`src/rtl/alt_mem_ddrx_burst_tracking_pkg.sv`:
```
// Shared constants and elaboration-time helpers for the multi-channel burst tracker.
package alt_mem_ddrx_burst_tracking_pkg;

    localparam int BT_MODE_BURST = 0;
    localparam int BT_MODE_BEAT  = 1;

    function automatic int bt_clog2(input int value);
        int r;
        r = 0;
        while ((1 << r) < value) r++;
        return r;
    endfunction

    function automatic int bt_max(input int a, input int b);
        return (a > b) ? a : b;
    endfunction

    // Largest amount one accepted burst can add to a channel counter.
    function automatic int bt_max_inc(input int mode, input int inc_width);
        return (mode == BT_MODE_BEAT) ? ((1 << inc_width) - 1) : 1;
    endfunction

    function automatic int bt_total_width(input int w, input int num_ch);
        return w + bt_max(bt_clog2(num_ch), 1);
    endfunction

endpackage

```
`src/rtl/alt_mem_ddrx_burst_track_slice.sv`:
```
// Single-channel pending-burst counter: net add/sub, saturating clamp,
// sticky error flags and registered almost-full.
module alt_mem_ddrx_burst_track_slice
    import alt_mem_ddrx_burst_tracking_pkg::*;
#(
    parameter int W      = 7,
    parameter int ADD_W  = 1,
    parameter int SUB_W  = 4,
    parameter int THRESH = 96
) (
    input  logic             ctl_clk,
    input  logic             ctl_reset_n,
    input  logic [ADD_W-1:0] add,
    input  logic [SUB_W-1:0] sub,
    input  logic             err_clear,
    output logic [W-1:0]     cnt_q,
    output logic [W-1:0]     cnt_d,
    output logic             almost_full_q,
    output logic             err_overflow_q,
    output logic             err_underflow_q
);

    // Two guard bits above the widest operand keep the net result exact.
    localparam int ARITH_W = bt_max(W, bt_max(ADD_W, SUB_W)) + 2;
    localparam logic signed [ARITH_W-1:0] MAX_S = ARITH_W'((1 << W) - 1);
    localparam logic [W:0] THRESH_C = (W + 1)'(THRESH);

    logic signed [ARITH_W-1:0] sum;
    logic ovf_set;
    logic udf_set;
    logic almost_full_d;
    logic err_overflow_d;
    logic err_underflow_d;

    always_comb begin
        sum             = $signed(ARITH_W'(cnt_q)) + $signed(ARITH_W'(add)) - $signed(ARITH_W'(sub));
        ovf_set         = sum > MAX_S;
        udf_set         = sum[ARITH_W-1];
        cnt_d           = sum[W-1:0];
        if (ovf_set) cnt_d = '1;
        if (udf_set) cnt_d = '0;
        almost_full_d   = {1'b0, cnt_d} >= THRESH_C;
        err_overflow_d  = ovf_set | (err_overflow_q & ~err_clear);
        err_underflow_d = udf_set | (err_underflow_q & ~err_clear);
    end

    always_ff @(posedge ctl_clk or negedge ctl_reset_n) begin
        if (!ctl_reset_n) begin
            cnt_q           <= '0;
            almost_full_q   <= 1'b0;
            err_overflow_q  <= 1'b0;
            err_underflow_q <= 1'b0;
        end else begin
            cnt_q           <= cnt_d;
            almost_full_q   <= almost_full_d;
            err_overflow_q  <= err_overflow_d;
            err_underflow_q <= err_underflow_d;
        end
    end

endmodule

```
`src/rtl/alt_mem_ddrx_burst_tracking_mc.sv`:
```
// Multi-channel burst tracker: consume decode, per-channel saturating counters,
// registered all-channel total and space-available status.
module alt_mem_ddrx_burst_tracking_mc
    import alt_mem_ddrx_burst_tracking_pkg::*;
#(
    parameter int CFG_NUM_CH                    = 4,
    parameter int CFG_CH_ID_WIDTH               = 2,
    parameter int CFG_BURSTCOUNT_TRACKING_WIDTH = 7,
    parameter int CFG_INT_SIZE_WIDTH            = 4,
    parameter int CFG_INC_WIDTH                 = 4,
    parameter int CFG_COUNT_MODE                = BT_MODE_BURST,
    parameter int CFG_ALMOST_FULL_THRESH        = 96,
    localparam int W       = CFG_BURSTCOUNT_TRACKING_WIDTH,
    localparam int TOTAL_W = bt_total_width(CFG_BURSTCOUNT_TRACKING_WIDTH, CFG_NUM_CH)
) (
    input  logic                                ctl_clk,
    input  logic                                ctl_reset_n,
    input  logic [CFG_NUM_CH-1:0]               burst_valid,
    input  logic [CFG_NUM_CH-1:0]               burst_ready,
    input  logic [CFG_NUM_CH*CFG_INC_WIDTH-1:0] burst_inc,
    input  logic                                burst_consumed_valid,
    input  logic [CFG_CH_ID_WIDTH-1:0]          burst_consumed_ch,
    input  logic [CFG_INT_SIZE_WIDTH-1:0]       burst_consumed_burstcount,
    input  logic                                err_clear,
    output logic [CFG_NUM_CH*W-1:0]             burst_pending_burstcount,
    output logic [CFG_NUM_CH*W-1:0]             burst_next_pending_burstcount,
    output logic [TOTAL_W-1:0]                  burst_total_pending,
    output logic [CFG_NUM_CH-1:0]               burst_almost_full,
    output logic [CFG_NUM_CH-1:0]               burst_space_ok,
    output logic [CFG_NUM_CH-1:0]               err_overflow,
    output logic [CFG_NUM_CH-1:0]               err_underflow
);

    localparam int ADD_W = (CFG_COUNT_MODE == BT_MODE_BEAT) ? CFG_INC_WIDTH : 1;
    localparam int SPACE_LIMIT = (1 << W) - 1 - bt_max_inc(CFG_COUNT_MODE, CFG_INC_WIDTH);
    localparam bit SPACE_POSSIBLE = SPACE_LIMIT >= 0;
    localparam logic [W-1:0] SPACE_LIMIT_C = SPACE_POSSIBLE ? W'(SPACE_LIMIT) : '0;

    logic [CFG_NUM_CH-1:0] consume_sel;
    logic [W-1:0]          cnt_next [CFG_NUM_CH];
    logic [TOTAL_W-1:0]    total_d;
    logic [TOTAL_W-1:0]    total_q;

    // Channel IDs at or above CFG_NUM_CH select nothing, so such consumes drop silently.
    always_comb begin
        consume_sel = '0;
        for (int c = 0; c < CFG_NUM_CH; c++)
            consume_sel[c] = burst_consumed_valid && (burst_consumed_ch == CFG_CH_ID_WIDTH'(c));
    end

    if (CFG_COUNT_MODE != BT_MODE_BEAT) begin : g_inc_unused
        logic unused_burst_inc;
        assign unused_burst_inc = ^burst_inc;
    end

    for (genvar c = 0; c < CFG_NUM_CH; c++) begin : g_ch
        logic                          accept;
        logic [ADD_W-1:0]              add;
        logic [CFG_INT_SIZE_WIDTH-1:0] sub;

        assign accept = burst_valid[c] & burst_ready[c];
        if (CFG_COUNT_MODE == BT_MODE_BEAT) begin : g_beat
            assign add = accept ? burst_inc[c*CFG_INC_WIDTH +: CFG_INC_WIDTH] : '0;
        end else begin : g_burst
            assign add = ADD_W'(accept);
        end
        assign sub = consume_sel[c] ? burst_consumed_burstcount : '0;

        alt_mem_ddrx_burst_track_slice #(
            .W      (W),
            .ADD_W  (ADD_W),
            .SUB_W  (CFG_INT_SIZE_WIDTH),
            .THRESH (CFG_ALMOST_FULL_THRESH)
        ) u_slice (
            .ctl_clk         (ctl_clk),
            .ctl_reset_n     (ctl_reset_n),
            .add             (add),
            .sub             (sub),
            .err_clear       (err_clear),
            .cnt_q           (burst_pending_burstcount[c*W +: W]),
            .cnt_d           (cnt_next[c]),
            .almost_full_q   (burst_almost_full[c]),
            .err_overflow_q  (err_overflow[c]),
            .err_underflow_q (err_underflow[c])
        );

        assign burst_next_pending_burstcount[c*W +: W] = cnt_next[c];
        // Registered count only, so ready logic built on this cannot loop.
        assign burst_space_ok[c] = SPACE_POSSIBLE && (burst_pending_burstcount[c*W +: W] <= SPACE_LIMIT_C);
    end

    always_comb begin
        total_d = '0;
        for (int c = 0; c < CFG_NUM_CH; c++)
            total_d = total_d + TOTAL_W'(cnt_next[c]);
    end

    always_ff @(posedge ctl_clk or negedge ctl_reset_n) begin
        if (!ctl_reset_n) total_q <= '0;
        else              total_q <= total_d;
    end

    assign burst_total_pending = total_q;

endmodule

```
`config.mk`:
```
export PLATFORM = sky130hd
export DESIGN_NAME = alt_mem_ddrx_burst_tracking_mc
export DESIGN_NICKNAME = d
export VERILOG_FILES = /design/src/rtl/alt_mem_ddrx_burst_tracking_pkg.sv /design/src/rtl/alt_mem_ddrx_burst_track_slice.sv /design/src/rtl/alt_mem_ddrx_burst_tracking_mc.sv
export SDC_FILE = /design/constraint.sdc
export NUM_CORES = 1
export LEC_CHECK = 0
export CAP_MARGIN = 20
export CORE_MARGIN = 8
export CORE_UTILIZATION = 30
export CTS_CLUSTER_DIAMETER = 60
export CTS_CLUSTER_SIZE = 28
export DETAILED_ROUTE_END_ITERATION = 10
export DONT_BUFFER_PORTS = 1
export PLACE_DENSITY = 0.48
export SYNTH_ARGS = -nofsm -noshare
export SYNTH_HDL_FRONTEND = slang
export SYNTH_HIERARCHICAL = 1
export SYNTH_SLANG_ARGS = --single-unit
export TNS_END_PERCENT = 10
```
`constraint.sdc`:
```
create_clock -name ctl_clk -period 6 [get_ports ctl_clk]
set_input_delay 0.6 -clock ctl_clk [delete_from_list [all_inputs] [get_ports ctl_clk]]
set_output_delay 0.6 -clock ctl_clk [all_outputs]
set_load 0.02 [all_outputs]
```
; ---- Yosys cells after proc, flatten, opt, wreduce, memory -nomap -nowiden
; Cells that the tools add are included.
[word_totals]
register_bits = 49
word_cells = 81
[classes]
addsub = 11
n_lt_le_gt_ge = 12
eq_ne = 3
mux = 12
n_bitwise = 21
n_reduce_logical = 5
[op_table]
columns = op, count
row1 = $mux W7, 8
row2 = $gt A9 B8 Y1 const B, 4
row3 = $sub A9 B5 Y9, 4
row4 = $add A7 B1 Y8, 4
row5 = $ge A7 B7 Y1 const B, 4
row6 = $le A7 B7 Y1 const B, 4
row7 = $add A9 B7 Y9, 2
row8 = $mux W4, 4
row9 = $and A1 B1 Y1, 12
row10 = $add A7 B7 Y8, 1
row11 = $or A1 B1 Y1, 8
row12 = $eq A2 B2 Y1 const B, 2
row13 = $logic_and A1 B1 Y1, 4
row14 = $eq A2 B1 Y1 const B, 1
row15 = $logic_not A2 Y1, 1
row16 = $not A1 Y1, 1

; ---- Logic depth before layout (Yosys ltp)
; Gate-level depths: netlist (run 1).
[depth]
depth_word = 10
mapped_depth = 25

; ---- Hierarchy
; The synthesis (run 1) kept the hierarchy.
[modules_own_cells]
columns = mod, n_inst, cells_each, area_each_um2
row1 = alt_mem_ddrx_burst_track_slice (g_ch[0].u_slice ...), 2, 85, 813.3
row2 = alt_mem_ddrx_burst_track_slice (g_ch[1].u_slice ...), 2, 86, 810.8
row3 = alt_mem_ddrx_burst_tracking_mc, 1, 127, 1127.3

; ---- Worst setup path before layout (run 1)
; No wires, ideal clock.
[synth_timing]
kind = input to register
start = input burst_consumed_ch[1]
end = register total_q[7], in the netlist burst_total_pending[7]
t_arrival_ps = 5332
t_required_ps = 5874
path_slack_ps = 542
stages = 24
n_path_buf = 1
path_cell_list = nor3b_1 > and2_1 > ha_1 > inv_1 > ha_1 > inv_1 > fa_1 > nand2b_1 > a21oi_1 > o21ai_0 > and2_1 > buf_2 > a21oi_1 > inv_1 > fa_1 > inv_1 > fa_1 > ha_1 > inv_1 > fa_1 > nor2b_1 > o31a_1 > mux2i_1 > nand2_1
[synth_via]
elab_chain_cells = 10
word_cells_on_any_way = 31
[synth_rtl]
columns = item, line
row1 = start: declaration, alt_mem_ddrx_burst_tracking_mc.sv:22  ; input logic [CFG_CH_ID_WIDTH-1:0] burst_consumed_ch,
row2 = $logic_not A2 Y1 *, alt_mem_ddrx_burst_tracking_mc.sv:48  ; consume_sel[c] = burst_consumed_valid && (burst_consumed_ch == CFG_CH_ID_WIDTH'(c));
row3 = $logic_and A1 B1 Y1 *, alt_mem_ddrx_burst_tracking_mc.sv:48
row4 = $mux W4 *, alt_mem_ddrx_burst_tracking_mc.sv:67  ; assign sub = consume_sel[c] ? burst_consumed_burstcount : '0;
row5 = net g_ch[0].sub[0], alt_mem_ddrx_burst_tracking_mc.sv:59  ; logic [CFG_INT_SIZE_WIDTH-1:0] sub;
row6 = $sub A9 B5 Y9 *, alt_mem_ddrx_burst_track_slice.sv:36  ; sum = $signed(ARITH_W'(cnt_q)) + $signed(ARITH_W'(add)) - $signed(ARITH_W'(sub));
row7 = $gt A9 B8 Y1, alt_mem_ddrx_burst_track_slice.sv:37  ; ovf_set = sum > MAX_S;
row8 = $mux W7, alt_mem_ddrx_burst_track_slice.sv:40  ; if (ovf_set) cnt_d = '1;
row9 = $mux W7 *, alt_mem_ddrx_burst_track_slice.sv:41  ; if (udf_set) cnt_d = '0;
row10 = net burst_next_pending_burstcount[1], alt_mem_ddrx_burst_tracking_mc.sv:26  ; output logic [CFG_NUM_CH*W-1:0] burst_next_pending_burstcount,
row11 = $add A7 B7 Y8 *, alt_mem_ddrx_burst_tracking_mc.sv:95  ; total_d = total_d + TOTAL_W'(cnt_next[c]);
row12 = $add A9 B7 Y9 * (2 in series), alt_mem_ddrx_burst_tracking_mc.sv:95
row13 = net total_d[7], alt_mem_ddrx_burst_tracking_mc.sv:41  ; logic [TOTAL_W-1:0] total_d;
row14 = end signal: assignment, alt_mem_ddrx_burst_tracking_mc.sv:100  ; else total_q <= total_d;
row15 = end: declaration, alt_mem_ddrx_burst_tracking_mc.sv:42  ; logic [TOTAL_W-1:0] total_q;
; Mark *: on every way through the listed nets, which the timed path passes. The rest lies on a longest branch.

; ---- Final worst setup path (run 1)
[layout_timing]
start = input burst_consumed_ch[1]
end = register total_q[7], in the netlist burst_total_pending[7]
[layout_via]
elab_chain_cells = 10
word_cells_on_any_way = 31
[layout_rtl]
columns = item, line
row1 = $logic_not A2 Y1 *, alt_mem_ddrx_burst_tracking_mc.sv:48
row2 = $logic_and A1 B1 Y1 *, alt_mem_ddrx_burst_tracking_mc.sv:48
row3 = $mux W4 *, alt_mem_ddrx_burst_tracking_mc.sv:67
row4 = net g_ch[0].sub[0], alt_mem_ddrx_burst_tracking_mc.sv:59
row5 = $sub A9 B5 Y9 *, alt_mem_ddrx_burst_track_slice.sv:36
row6 = $gt A9 B8 Y1, alt_mem_ddrx_burst_track_slice.sv:37
row7 = $mux W7, alt_mem_ddrx_burst_track_slice.sv:40
row8 = $mux W7 *, alt_mem_ddrx_burst_track_slice.sv:41
row9 = $add A7 B7 Y8 *, alt_mem_ddrx_burst_tracking_mc.sv:95
row10 = $add A9 B7 Y9 * (2 in series), alt_mem_ddrx_burst_tracking_mc.sv:95
row11 = net total_d[7], alt_mem_ddrx_burst_tracking_mc.sv:41
; Marked as above.

==> results of run 1 <==
==> kinds of logic after synthesis <==
group | count (synthesis) | synth area share (%)
AO/OA/AOI/OAI | 106 | 16.9
XOR/XNOR | 17 | 4.26
adder cells (fa/ha/maj) | 78 | 25.4
buffers and inverters | 99 | 8.89
flip-flops | 49 | 28.0
multiplexers | 7 | 1.60
AND/OR/NAND/NOR | 113 | 14.9
==> routing by layer <==
layer	part of all wire [%]	global-route usage [%]
met4	1.3	3.84
met1	42	15.0
met3	7.0	3.82
met5	0	0
met2	50	22.4
==> cell usage after synthesis, drive strengths merged, types with 2 or more instances <==
| cell type | count |
|---|---|
| a211o | 2 |
| a21oi | 38 |
| a211oi | 6 |
| o22ai | 2 |
| o211ai | 2 |
| dfrtp | 49 |
| o2bb2ai | 4 |
| fa | 18 |
| inv | 95 |
| or3 | 4 |
| nand2b | 12 |
| a21boi | 2 |
| mux2i | 7 |
| a221oi | 5 |
| a21o | 12 |
| a22o | 4 |
| o2111ai | 2 |
| ha | 60 |
| nand3 | 8 |
| nor3 | 14 |
| a31oi | 8 |
| xor2 | 12 |
| and2b | 2 |
| nand4 | 4 |
| nor2 | 25 |
| xnor2 | 5 |
| and4 | 4 |
| nor3b | 3 |
| nand2 | 5 |
| buf | 4 |
| and2 | 24 |
| nor2b | 6 |
| o21ai | 16 |
==> stage by stage <==
stage / utilization [%] / hold WS (ns) / area, µm² / setup WS (ns) / std cells
floorplan: - / 0.304 / 4380 / 0.542 / 469
global placement: 33.3 / 0.306 / 4790 / 0.424 / 678
detailed placement: 33.3 / 0.306 / 4790 / 0.387 / 678
CTS: 34.8 / 0.161 / 4990 / 0.668 / 687
global route: 34.8 / 0.162 / 4990 / 0.283 / 687
finish: 34.8 / 0.155 / 4990 / 0.694 / 687
==> layout by cell type, fill, tap and decap left out, drive strengths merged, types with 7 or more instances in the layout <==
cell type	instances
a21o	12
a21oi	38
a31oi	8
and2	24
buf	30
dfrtp	49
fa	18
ha	60
inv	95
mux2i	7
nand2b	12
nand3	8
nor2	25
nor3	14
o21ai	16
xor2	12
==> layout make-up <==
type,count,area (µm²)
Clock buffer,6,139
Inverter,95,357
Timing Repair Buffer,30,245
Clock inverter,2,37.5
Tap cell,184,230
Fill cell,1474,9370
Sequential cell,49,1230
Multi-Input combinational cell,321,2760
==> sequential cells by signal, summed over array words and instances, names as in the netlist <==
name	flops
g_ch.u_slice/almost_full_q	4
g_ch.u_slice/err_overflow_q	4
g_ch.u_slice/cnt_q	28
g_ch.u_slice/err_underflow_q	4
burst_total_pending	9
==> worst paths after layout <==
kind / start / endpoint / slack (ns)
max in group asynchronous: ctl_reset_n / g_ch[0].u_slice/cnt_q[2]$_DFF_PN0_ / 5.59
worst max register to register: g_ch[1].u_slice/cnt_q[0]$_DFF_PN0_ / burst_total_pending[7]$_DFF_PN0_ / 0.86
worst max-delay path: burst_consumed_ch[1] / burst_total_pending[7]$_DFF_PN0_ / 0.69
worst min register to register: g_ch[1].u_slice/err_underflow_q$_DFF_PN0_ / g_ch[1].u_slice/err_underflow_q$_DFF_PN0_ / 0.64
min in group ctl_clk: err_clear / g_ch[2].u_slice/err_overflow_q$_DFF_PN0_ / 0.49
worst min-delay path: ctl_reset_n / g_ch[3].u_slice/almost_full_q$_DFF_PN0_ / 0.15
==> timing repair <==
action,CTS,global route
hold buffers,1,0
endpoints found under the setup margin,0,0
setup buffers,0,0
endpoints found under the hold margin,49,0
==> worst max-delay path: cells and delay by family <==
family	cells	cell delay (ns)
fa+ha+maj	7	2.42
compound gates	4	0.76
mux	1	0.18
buf+inv	5	0.33
simple gates	6	1.21
==> results.tsv, run 1 <==
metric	value	unit
fin_skew	0.00864	ns
die_area	18700	µm²
avgSynthCellArea	9.33	µm²
grt_pass1_wl	18.7	mm
synth_edf_count	0	
path_cells	nor3b_1 -> and2_1 -> ha_1 -> inv_1 -> ha_1 -> inv_1 -> fa_1 -> nand2b_1 -> a21oi_1 -> o21ai_0 -> and2_1 -> a21oi_1 -> inv_1 -> fa_1 -> inv_1 -> fa_1 -> ha_1 -> inv_1 -> fa_1 -> nor2b_1 -> o31a_1 -> mux2i_1 -> nand2_1	
syn_to_final_growth	14.2	%
ys_seq_elements	49	
synth-main-ff-cell	dfrtp_1	
drc	0	
path_clk_slew	0.07	ns
synth_cells	469	
ant_nets	0	
drt_iter0_markers	123	
syn-cell-area	4380	µm²
routedWlPerCell	17.1	µm
setup_tns	0	ns
worstPathArrival	5.49	ns
io-pin-count	115	
start_util	30.5	%
startpoint_type	input port	
grt_pass1_vias	3451	
worstSetupPathType	input port to flip-flop	
synth.largest_area_cell	dfrtp_1	
final.min_clock_period	5.31	ns
tightest_slew	0.427	ns
wl	11.7	mm
hp-class	input port to asynchronous set/reset pin	
cpMaxStageDelayCell	fa_1	
critical_path.max_fanout	10	
cts_buffers	5	
setup_violations	0	
n_antenna_cell	0	
synth_top_area_share	28.0	%
rows	44	
maxCapViolCount	0	
viasPerCell	4.76	
synth_area_leaders	dfrtp_1 28%, ha_1 17%, fa_1 8.2%, inv_1 8.1%, a21oi_1 3.8%	
cts_tree	done	
ctsResizeCount	0	
path_common_cell	inv_1	
htreeDepth	2	
clock_latency	0.30	ns
vias	3270	
synthArstFlopShare	100	%
globalplace.congestion	0.797	
coreArea	14400	µm²
fmax	188	MHz
ctsLongestPathBuffers	2	
place.detailed.hpwl	9.81	mm
syn_nets	581	
cp-end-kind	flip-flop	
crit_required	6.18	ns
slowest_delay	0.54	ns
rsz0062_at_grt	no	
grt_remaining_overflow	0	
yosysWarnings	6	
finalCritPeriodShare	88.4	%
rr_worst_depth	22	
outcome	complete, no violations	
hold_viol	0	
dr.pass1.iters	4	
antenna_found_initial	0	
slew_violations	0	
fin_nets	614	
clock_sinks	49	
die_w	137	µm
grt_start_max_net_pins	50	
portBuffers	0	
track_usage	12.9	%
root_buffer	clkbuf_16	
die_y	137	µm
yosysUniqueCellTypes	45	
slew_headroom	71.4	%
ys_seq_area_share	28.0	%
drive_gt1_share	11.9	%
Power of run 1 is not shown: default switching activity piles up to over one toggle a cycle in this logic, so the estimate is an artifact.
==> run 2, diff against run 1 <==
--- a/config.mk
+++ b/config.mk
@@ -5,6 +5,7 @@
 export SDC_FILE = /design/constraint.sdc
 export NUM_CORES = 1
 export LEC_CHECK = 0
+export ABC_AREA = 1
 export CAP_MARGIN = 20
 export CORE_MARGIN = 8
 export CORE_UTILIZATION = 30
==> results.tsv, run 2 <==
metric	value	unit
cts_tree	done	
synth-main-ff-cell	dfrtp_1	
track_usage	12.8	%
finalCritPeriodShare	79.6	%
final_cell_mix	159 x inv_1, 119 x nand2_1, 60 x ha_1	
fin_nets	706	
grt_start_max_net_pins	50	
outcome	complete, no violations	
synth_common_cells	159 x inv_1, 119 x nand2_1, 60 x ha_1, 49 x dfrtp_1, 44 x nor2_1	
cp.depth	24	
die_y	138	µm
synth_top_area_share	27.3	%
hold_viol	0	
synth_area_leaders	dfrtp_1 27%, ha_1 17%, inv_1 13%, nand2_1 9.9%, fa_1 8.0%	
synth.largest_area_cell	dfrtp_1	
routedWlPerCell	15.3	µm
die_area	19100	µm²
drive_gt1_share	11.8	%
ys_seq_area_share	27.3	%
coreArea	14600	µm²
critical_path.max_fanout	7	
grt_pass1_wl	19.3	mm
globalplace.congestion	0.827	
io-pin-count	115	
ys_seq_elements	49	
drc	0	
start_util	30.8	%
largest_reg_flops	28	
fill_cells	1524	
setup_tns	0	ns
slew_violations	0	
cp-end-kind	flip-flop	
rsz0062_at_grt	no	
viasPerCell	4.36	
portBuffers	0	
ctsResizeCount	0	
rr_worst_depth	22	
grt_remaining_overflow	0	
worstPathArrival	4.96	ns
vias	3397	
ff_latch_area	1230	µm²
crit_buf_inv	6	
clock_sinks	49	
n_antenna_cell	0	
clock_latency	0.29	ns
ant_nets	0	
path_clk_slew	0.07	ns
crit_end	burst_total_pending[7]$_DFF_PN0_	
antenna_found_initial	0	
startpoint	burst_consumed_ch[0]	
grt_pass1_vias	3469	
timing.rr.start	g_ch[0].u_slice/cnt_q[0]$_DFF_PN0_	
startpoint_type	input port	
setup_violations	0	
final.min_clock_period	4.78	ns
yosysUniqueCellTypes	22	
htreeDepth	2	
cts_buffers	5	
drt_iter0_markers	128	
top_register	g_ch.u_slice/cnt_q	
path_common_cell	inv_1	
post_cts_buffers	0	
path_delay_family	adder cells	
path_cells	inv_1 -> nand3_1 -> nor2_1 -> ha_1 -> inv_1 -> ha_1 -> inv_1 -> fa_1 -> nor2_2 -> o21bai_1 -> nand2_2 -> nand2_2 -> nand2_4 -> inv_1 -> nor2_1 -> inv_1 -> fa_1 -> fa_1 -> inv_1 -> ha_1 -> a21oi_1 -> nand3_2 -> nand2_1 -> nand2_1	
synth_most_common_cell	inv_1	
wl	11.9	mm
slew_headroom	61.6	%
ctsHoldBuffers	1	
synth_edf_count	0	
synth_cells	586	
worstSetupPathType	input port to flip-flop	
avgSynthCellArea	7.66	µm²
ctsLongestPathBuffers	2	
fmax	209	MHz
rows	44	
syn_to_final_growth	9.59	%
crit_required	6.18	ns
synthArstFlopShare	100	%
yosysWarnings	6	
tightest_slew	0.574	ns
fin_skew	0.00514	ns
dr.pass1.iters	5	
cpMaxStageDelayCell	fa_1	
final_common_cell	inv_1	
die_w	138	µm
syn-cell-area	4490	µm²
regToRegSetupSlack	1.22	ns
maxCapViolCount	0	
root_buffer	clkbuf_16	
place.detailed.hpwl	10.1	mm
multi_input_area	2650	µm²
hp-class	input port to asynchronous set/reset pin	
timing.rr.end	burst_total_pending[7]$_DFF_PN0_	
syn_nets	698	
slowest_delay	0.55	ns
-- run 2: cell count changes after synthesis, moves of 16 or more --
cell	change
and2_1	-24
a21oi_1	-26
inv_1	+64
nand3_1	+25
nand2_1	+114
nor2_1	+23
nand2_2	+16
-- run 2: final cells by class --
cell class,count,share of cell area (%)
Clock inverter,1,0.610
Tap cell,184,4.68
Timing Repair Buffer,1,0.560
Inverter,164,12.5
Sequential cell,49,24.9
Clock buffer,7,2.90
Multi-Input combinational cell,373,53.8
-- run 2: worst min-delay path by stage --
stage                                                          end  slack, ns  depth (start not counted)
after floorplan                   burst_total_pending[0]$_DFF_PN0_       0.30                          0
after global placement    g_ch[2].u_slice/err_overflow_q$_DFF_PN0_       0.31                          0
after detailed placement          burst_total_pending[8]$_DFF_PN0_       0.31                          0
after CTS                         burst_total_pending[5]$_DFF_PN0_       0.17                          1
after global routing              burst_total_pending[5]$_DFF_PN0_       0.18                          1
final                           g_ch[2].u_slice/cnt_q[1]$_DFF_PN0_       0.16                          1
-- run 2: kinds of logic (layout without fill, tap and decap cells) --
logic type	Yosys count	in the layout	synth area share, %
compound gates	39	39	5.91
fa+ha+maj	78	78	24.7
xor+xnor	15	15	2.93
flops	49	49	27.3
simple gates	241	241	25.4
buf+inv	164	173	13.7
-- run 2: routing by layer --
metal | up-vias | track usage (%) | wire, µm
met5 | - | 0 | 0
met4 | 0 | 3.38 | 165
met3 | 8 | 4.35 | 843
met2 | 63 | 22.3 | 5960
met1 | 1558 | 14.6 | 4970
li1 | 1768 | - | -
-- run 2: through the flow --
stage / hold slack [ns] / util, % / instances / worst slack [ns] / cell area (µm²)
final: 0.164 / 33.7 / 779 / 1.22 / 4920
after floorplan: 0.304 / - / 586 / 1.42 / 4490
after CTS: 0.167 / 33.7 / 779 / 1.15 / 4920
after global placement: 0.307 / 32.3 / 770 / 0.877 / 4720
after global routing: 0.175 / 33.7 / 779 / 0.824 / 4920
after detailed placement: 0.308 / 32.3 / 770 / 0.900 / 4720
Power of run 2 is left out for the same reason.
